$ cat src/rtl/calc_cmd_scheduler.sv
// Round-robin front end for Calculator_Top: accepts whole calculations from two
// requesters and serialises each one into the keypad-style cmd word stream.
module calc_cmd_scheduler #(
    parameter int NDIG = 4,
    parameter int HOLD = 1,
    parameter int GAP  = 2
) (
    input  logic              clock,
    input  logic              reset,
    input  logic              valid0,
    input  logic              valid1,
    output logic              ready0,
    output logic              ready1,
    input  logic [4*NDIG-1:0] a0,
    input  logic [4*NDIG-1:0] a1,
    input  logic [4*NDIG-1:0] b0,
    input  logic [4*NDIG-1:0] b1,
    input  logic [1:0]        op0,
    input  logic [1:0]        op1,
    output logic [3:0]        cmd,
    output logic              busy,
    output logic              grant_id,
    output logic              err
);

    localparam int DW = 4 * NDIG;
    localparam int IW = (NDIG > 1) ? $clog2(NDIG) : 1;
    localparam int HW = (HOLD > 0) ? $clog2(HOLD + 1) : 1;
    localparam int GW = (GAP > 1) ? $clog2(GAP) : 1;
    localparam logic [HW-1:0] HOLD_L = HW'(HOLD);
    localparam logic [GW-1:0] GAP_L  = GW'((GAP > 0) ? GAP - 1 : 0);

    typedef enum logic [2:0] {IDLE, SEND_A, SEND_OP, SEND_B, SEND_EQ, GAP_ST} state_t;

    typedef struct packed {
        logic [DW-1:0] a;
        logic [DW-1:0] b;
        logic [1:0]    op;
    } req_t;

    // Index of the most significant non-zero digit; 0 for an all-zero operand.
    function automatic logic [IW-1:0] lead(input logic [DW-1:0] x);
        logic [IW-1:0] r;
        r = '0;
        for (int i = 0; i < NDIG; i++)
            if (x[4*i +: 4] != 4'd0) r = IW'(i);
        return r;
    endfunction

    function automatic logic is_bcd(input logic [DW-1:0] x);
        logic ok;
        ok = 1'b1;
        for (int i = 0; i < NDIG; i++)
            if (x[4*i +: 4] > 4'd9) ok = 1'b0;
        return ok;
    endfunction

    state_t        st, st_n;
    req_t          rq, rq_n, in_sel;
    logic [IW-1:0] idx, idx_n;
    logic [HW-1:0] hc, hc_n;
    logic [GW-1:0] gc, gc_n;
    logic          ptr, ptr_n, sel, take;
    logic          grant_n, err_n;
    logic [3:0]    cmd_n;

    assign sel    = (valid0 & valid1) ? ptr : valid1;
    assign take   = (st == IDLE) & (valid0 | valid1);
    assign ready0 = ~reset & take & ~sel;
    assign ready1 = ~reset & take & sel;

    always_comb begin
        in_sel.a  = sel ? a1 : a0;
        in_sel.b  = sel ? b1 : b0;
        in_sel.op = sel ? op1 : op0;
    end

    // State/counters describe the word that will be on cmd next cycle, so
    // cmd is registered straight from the next-state view.
    always_comb begin
        st_n    = st;
        rq_n    = rq;
        idx_n   = idx;
        hc_n    = hc;
        gc_n    = gc;
        ptr_n   = ptr;
        grant_n = grant_id;
        err_n   = 1'b0;
        case (st)
            IDLE: begin
                if (take) begin
                    rq_n    = in_sel;
                    ptr_n   = ~sel;
                    grant_n = sel;
                    if (is_bcd(in_sel.a) && is_bcd(in_sel.b)) begin
                        st_n  = SEND_A;
                        idx_n = lead(in_sel.a);
                        hc_n  = '0;
                    end else begin
                        err_n = 1'b1;
                    end
                end
            end
            SEND_A, SEND_OP, SEND_B, SEND_EQ: begin
                if (hc != HOLD_L) begin
                    hc_n = hc + 1'b1;
                end else begin
                    // End of the separating NOP: move to the next word.
                    hc_n = '0;
                    case (st)
                        SEND_A: begin
                            if (idx == '0) st_n = SEND_OP;
                            else           idx_n = idx - 1'b1;
                        end
                        SEND_OP: begin
                            st_n  = SEND_B;
                            idx_n = lead(rq.b);
                        end
                        SEND_B: begin
                            if (idx == '0) st_n = SEND_EQ;
                            else           idx_n = idx - 1'b1;
                        end
                        default: begin
                            gc_n = '0;
                            st_n = (GAP == 0) ? IDLE : GAP_ST;
                        end
                    endcase
                end
            end
            GAP_ST: begin
                if (gc == GAP_L) st_n = IDLE;
                else             gc_n = gc + 1'b1;
            end
            default: st_n = IDLE;
        endcase

        cmd_n = 4'hF;
        if (hc_n != HOLD_L) begin
            case (st_n)
                SEND_A:  cmd_n = rq_n.a[{idx_n, 2'b00} +: 4];
                SEND_OP: cmd_n = 4'hA + {2'b00, rq_n.op};
                SEND_B:  cmd_n = rq_n.b[{idx_n, 2'b00} +: 4];
                SEND_EQ: cmd_n = 4'hE;
                default: cmd_n = 4'hF;
            endcase
        end
    end

    always_ff @(posedge clock or posedge reset) begin
        if (reset) begin
            st       <= IDLE;
            rq       <= '0;
            idx      <= '0;
            hc       <= '0;
            gc       <= '0;
            ptr      <= 1'b0;
            grant_id <= 1'b0;
            err      <= 1'b0;
            cmd      <= 4'hF;
            busy     <= 1'b0;
        end else begin
            st       <= st_n;
            rq       <= rq_n;
            idx      <= idx_n;
            hc       <= hc_n;
            gc       <= gc_n;
            ptr      <= ptr_n;
            grant_id <= grant_n;
            err      <= err_n;
            cmd      <= cmd_n;
            busy     <= (st_n != IDLE);
        end
    end

endmodule

$ cat config.mk
export PLATFORM = sky130hd
export DESIGN_NAME = calc_cmd_scheduler
export DESIGN_NICKNAME = d
export VERILOG_FILES = /design/src/rtl/calc_cmd_scheduler.sv
export SDC_FILE = /design/constraint.sdc
export NUM_CORES = 1
export LEC_CHECK = 0
export ABC_AREA = 1
export CAP_MARGIN = 20
export CORE_MARGIN = 1.5
export CORE_UTILIZATION = 27
export CTS_CLUSTER_SIZE = 12
export DETAILED_ROUTE_END_ITERATION = 7
export GPL_TIMING_DRIVEN = 0
export PLACE_DENSITY_LB_ADDON = 0.3
export SKIP_CTS_REPAIR_TIMING = 1
export SLEW_MARGIN = 10
export SYNTH_ARGS = -nofsm -noshare
export SYNTH_HDL_FRONTEND = slang
export SYNTH_SLANG_ARGS = --single-unit
export TNS_END_PERCENT = 1
$ cat constraint.sdc
create_clock -name clock -period 2.7 [get_ports clock]
set_input_delay 0.54 -clock clock [delete_from_list [all_inputs] [get_ports clock]]
set_output_delay 0.54 -clock clock [all_outputs]
set_load 0.02 [all_outputs]
==> qor.csv <==
metric,value,unit
Max IR drop VDD,268.1,uV
GRT overflow,0,
busiest layer in global routing,met2,
Die H,113.5,um
core area,11960,sq um
htree depth,2,
met1 Usage GRT,20.92,%
P&R area growth vs syn,36.12,%
Worst-path clk slew,0.06,ns
"Arr. time, crit path",2.02,ns
critical path launch point type,flop,
CTS tree,built,
PortBufs,80,
Power Density,534.0,nW/um^2
Fin. Hold Viols,0,
die width,113.5,um
syn nets,575,
antenna violations before repair,0,
post-route insts no fill,739,
CP max stage delay,0.36,ns
Syn. warnings,0,
"Period Utilization, post-route",94.89,%
clock skew,0.007714,ns
initial drt markers,135,
setup repair after global routing missed its margin,yes,
Inserted Clock Buffers,5,
Worst EP required,2.16,ns
GRT met3 Usage,2.338,%
Fmax achieved,390.3,MHz
first-pass GRT wire length,17.18,mm
largest net degree at the start of global routing,36,
Setup Crit Path Kind,reg -> out,
Total Routing Usage GR,16.92,%
Routed Antenna Nets,0,
HPWL Detailed,8.351,mm
critical-path cell list,buf_2 -> nor2_2 -> nand2_2 -> inv_4 -> o21ai_4 -> nor2_2 -> inv_2 -> nor2_1 -> dlymetal6s2s_1,
placed cells,731,
fin. max-slew vios,0,
CTS root buf,clkbuf_16,
vias in the first global route,3530,
clk_lat worst skew,0.29,ns
drt first pass iters,4,
via count,3452,
num rows,40,
share of layout cells above drive strength 1,9.966,%
slew at the pin closest to its max-slew limit,0.6151,ns
Mapped Area,3298,sq um
# IOs,81,
n_diodes,0,
"FF+latch count, synth",49,
CP most frequent cell,nor2_2,
Filler Cell Count,1269,
post-synthesis sequential area ratio,37.33,%
routability congestion estimate,0.8838,
DR DRC count,0,
relative max-transition margin,58.61,%
# nets final,663,
min Tclk post-route,2.562,ns
Vias/cell,4.671,
Post-Syn Instances,503,
Max Cap Violations,0,
total die area,12890,sq um
Avg WL per Cell,14.13,um
Clock Path Buffers,2,
clock sinks,49,
initial core utilization,27.57,%
status,"complete, no violations",
final setup fails,0,
total chip power,2.397,mW
syn avg cell area,6.557,sq um
final WL,10.44,mm
leakage power,2.266,nW
met2 Track Usage GR,30.08,%
Setup crit end kind,output port,
hold crit path type,reg -> reg,
post-synth cell types,33,
critical path's slowest cell,dfrtp_1,
Crit Path Max Fanout,9,
## cell usage after synthesis
cell type / n / area (sq um)
a21boi_2: 1 / 11.26
a21oi_1: 6 / 30.03
a21oi_2: 1 / 8.760
a221oi_1: 1 / 8.760
a31oi_1: 3 / 18.77
buf_2: 7 / 35.03
buf_4: 1 / 7.510
buf_6: 4 / 45.04
clkbuf_1: 6 / 22.52
dfrtp_1: 45 / 1126
dfstp_2: 4 / 105.1
inv_1: 78 / 292.8
inv_2: 4 / 15.01
nand2_1: 188 / 705.7
nand2_2: 4 / 25.02
nand2_4: 2 / 22.52
nand3_1: 34 / 170.2
nand3_2: 1 / 10.01
nand3b_1: 16 / 120.1
nand4_1: 5 / 31.28
nor2_1: 18 / 67.56
nor2_2: 2 / 12.51
nor2_4: 1 / 11.26
nor3_1: 5 / 25.02
nor4_1: 2 / 12.51
o211ai_1: 3 / 22.52
o21ai_0: 33 / 165.2
o21ai_1: 8 / 40.04
o21ai_2: 2 / 17.52
o22ai_1: 4 / 25.02
or2_0: 2 / 12.51
or2_1: 5 / 31.28
or2_2: 7 / 43.79
## through the flow
| stage | hold WS (ns) | cell area [sq um] | setup TNS [ns] | worst slack [ns] | utilization, % |
|---|---|---|---|---|---|
| after global placement | 0.4598 | 4283 | -5.390 | -0.6685 | 35.81 |
| after CTS | 0.4770 | 4449 | -2.562 | -0.6961 | 37.20 |
| after global routing | 0.5439 | 4489 | -0.3159 | -0.1045 | 37.53 |
| after floorplan | 0.4400 | 3298 | 0 | 0.5562 | - |
| after detailed placement | 0.4594 | 4303 | -4.650 | -0.6940 | 35.97 |
| final | 0.4972 | 4489 | 0 | 0.1381 | 37.53 |
## power by group
| part | switching (mW) | internal (mW) |
|---|---|---|
| Combinational | 0.539 | 0.327 |
| Clock | 0.264 | 0.370 |
| Sequential | 0.0477 | 0.850 |
## cell families after synthesis
family	Yosys count	synth area share [%]
AO/OA/AOI/OAI	62	10.55
AND/OR/NAND/NOR	292	39.45
buffers and inverters	100	12.67
flip-flops	49	37.33
## state kept, by name, summed over array words and instances, names as in the netlist
signal,cells
busy,1
cmd,4
err,1
gc,1
grant_id,1
hc,1
idx,2
ptr,1
rq,34
st,3
## area by class of cell
cell class / count / area, sq um / share of cell area [%]
plain buffers: 18 / 117.6 / 2.620
clock buffers: 8 / 146.4 / 3.261
inverters: 82 / 310.3 / 6.912
multi-input cells: 354 / 1684 / 37.51
flip-flops and latches: 49 / 1231 / 27.42
well taps: 147 / 183.9 / 4.097
repair buffers: 81 / 815.8 / 18.17
## layer usage
metal / vias up / share of wire (%)
met5: - / 0
met4: 0 / 2.5
met3: 20 / 3.6
met2: 82 / 49
met1: 1597 / 45
li1: 1753 / -
## cell usage in the layout (no fill, tap or decap), types with 6 or more instances in the layout
master / count
o21ai_1: 9
a21oi_1: 6
nor2_1: 17
or2_2: 7
clkdlybuf4s50_1: 76
o21ai_0: 30
clkbuf_1: 6
inv_2: 6
buf_2: 6
nand2_1: 187
nand3_1: 34
inv_1: 75
nand3b_1: 16
dfrtp_1: 45
## worst max-delay path, delay by kind of cell, from the launching register on
kind	cells	cell delay [ns]
buffers and inverters	4	0.68
and+or+nand+nor	4	0.57
DFF	1	0.36
AOI/OAI and AO/OA	1	0.12
## path summary, 6_finish.rpt
path / startpoint / to / slack [ns] / depth (start not counted)
max: st[0]$_DFF_PP0_ / ready0 / 0.14 / 9
min: rq[5]$_DFF_PP0_ / rq[5]$_DFF_PP0_ / 0.50 / 2
max reg2reg: ptr$_DFFE_PP0P_ / cmd[3]$_DFF_PP1_ / 0.17 / 18
min reg2reg: rq[5]$_DFF_PP0_ / rq[5]$_DFF_PP0_ / 0.50 / 2
max in group asynchronous: reset / st[1]$_DFF_PP0_ / 1.58 / 3
min in group asynchronous: reset / rq[2]$_DFF_PP0_ / 0.61 / 2
Power figures use the tool's default switching activity.
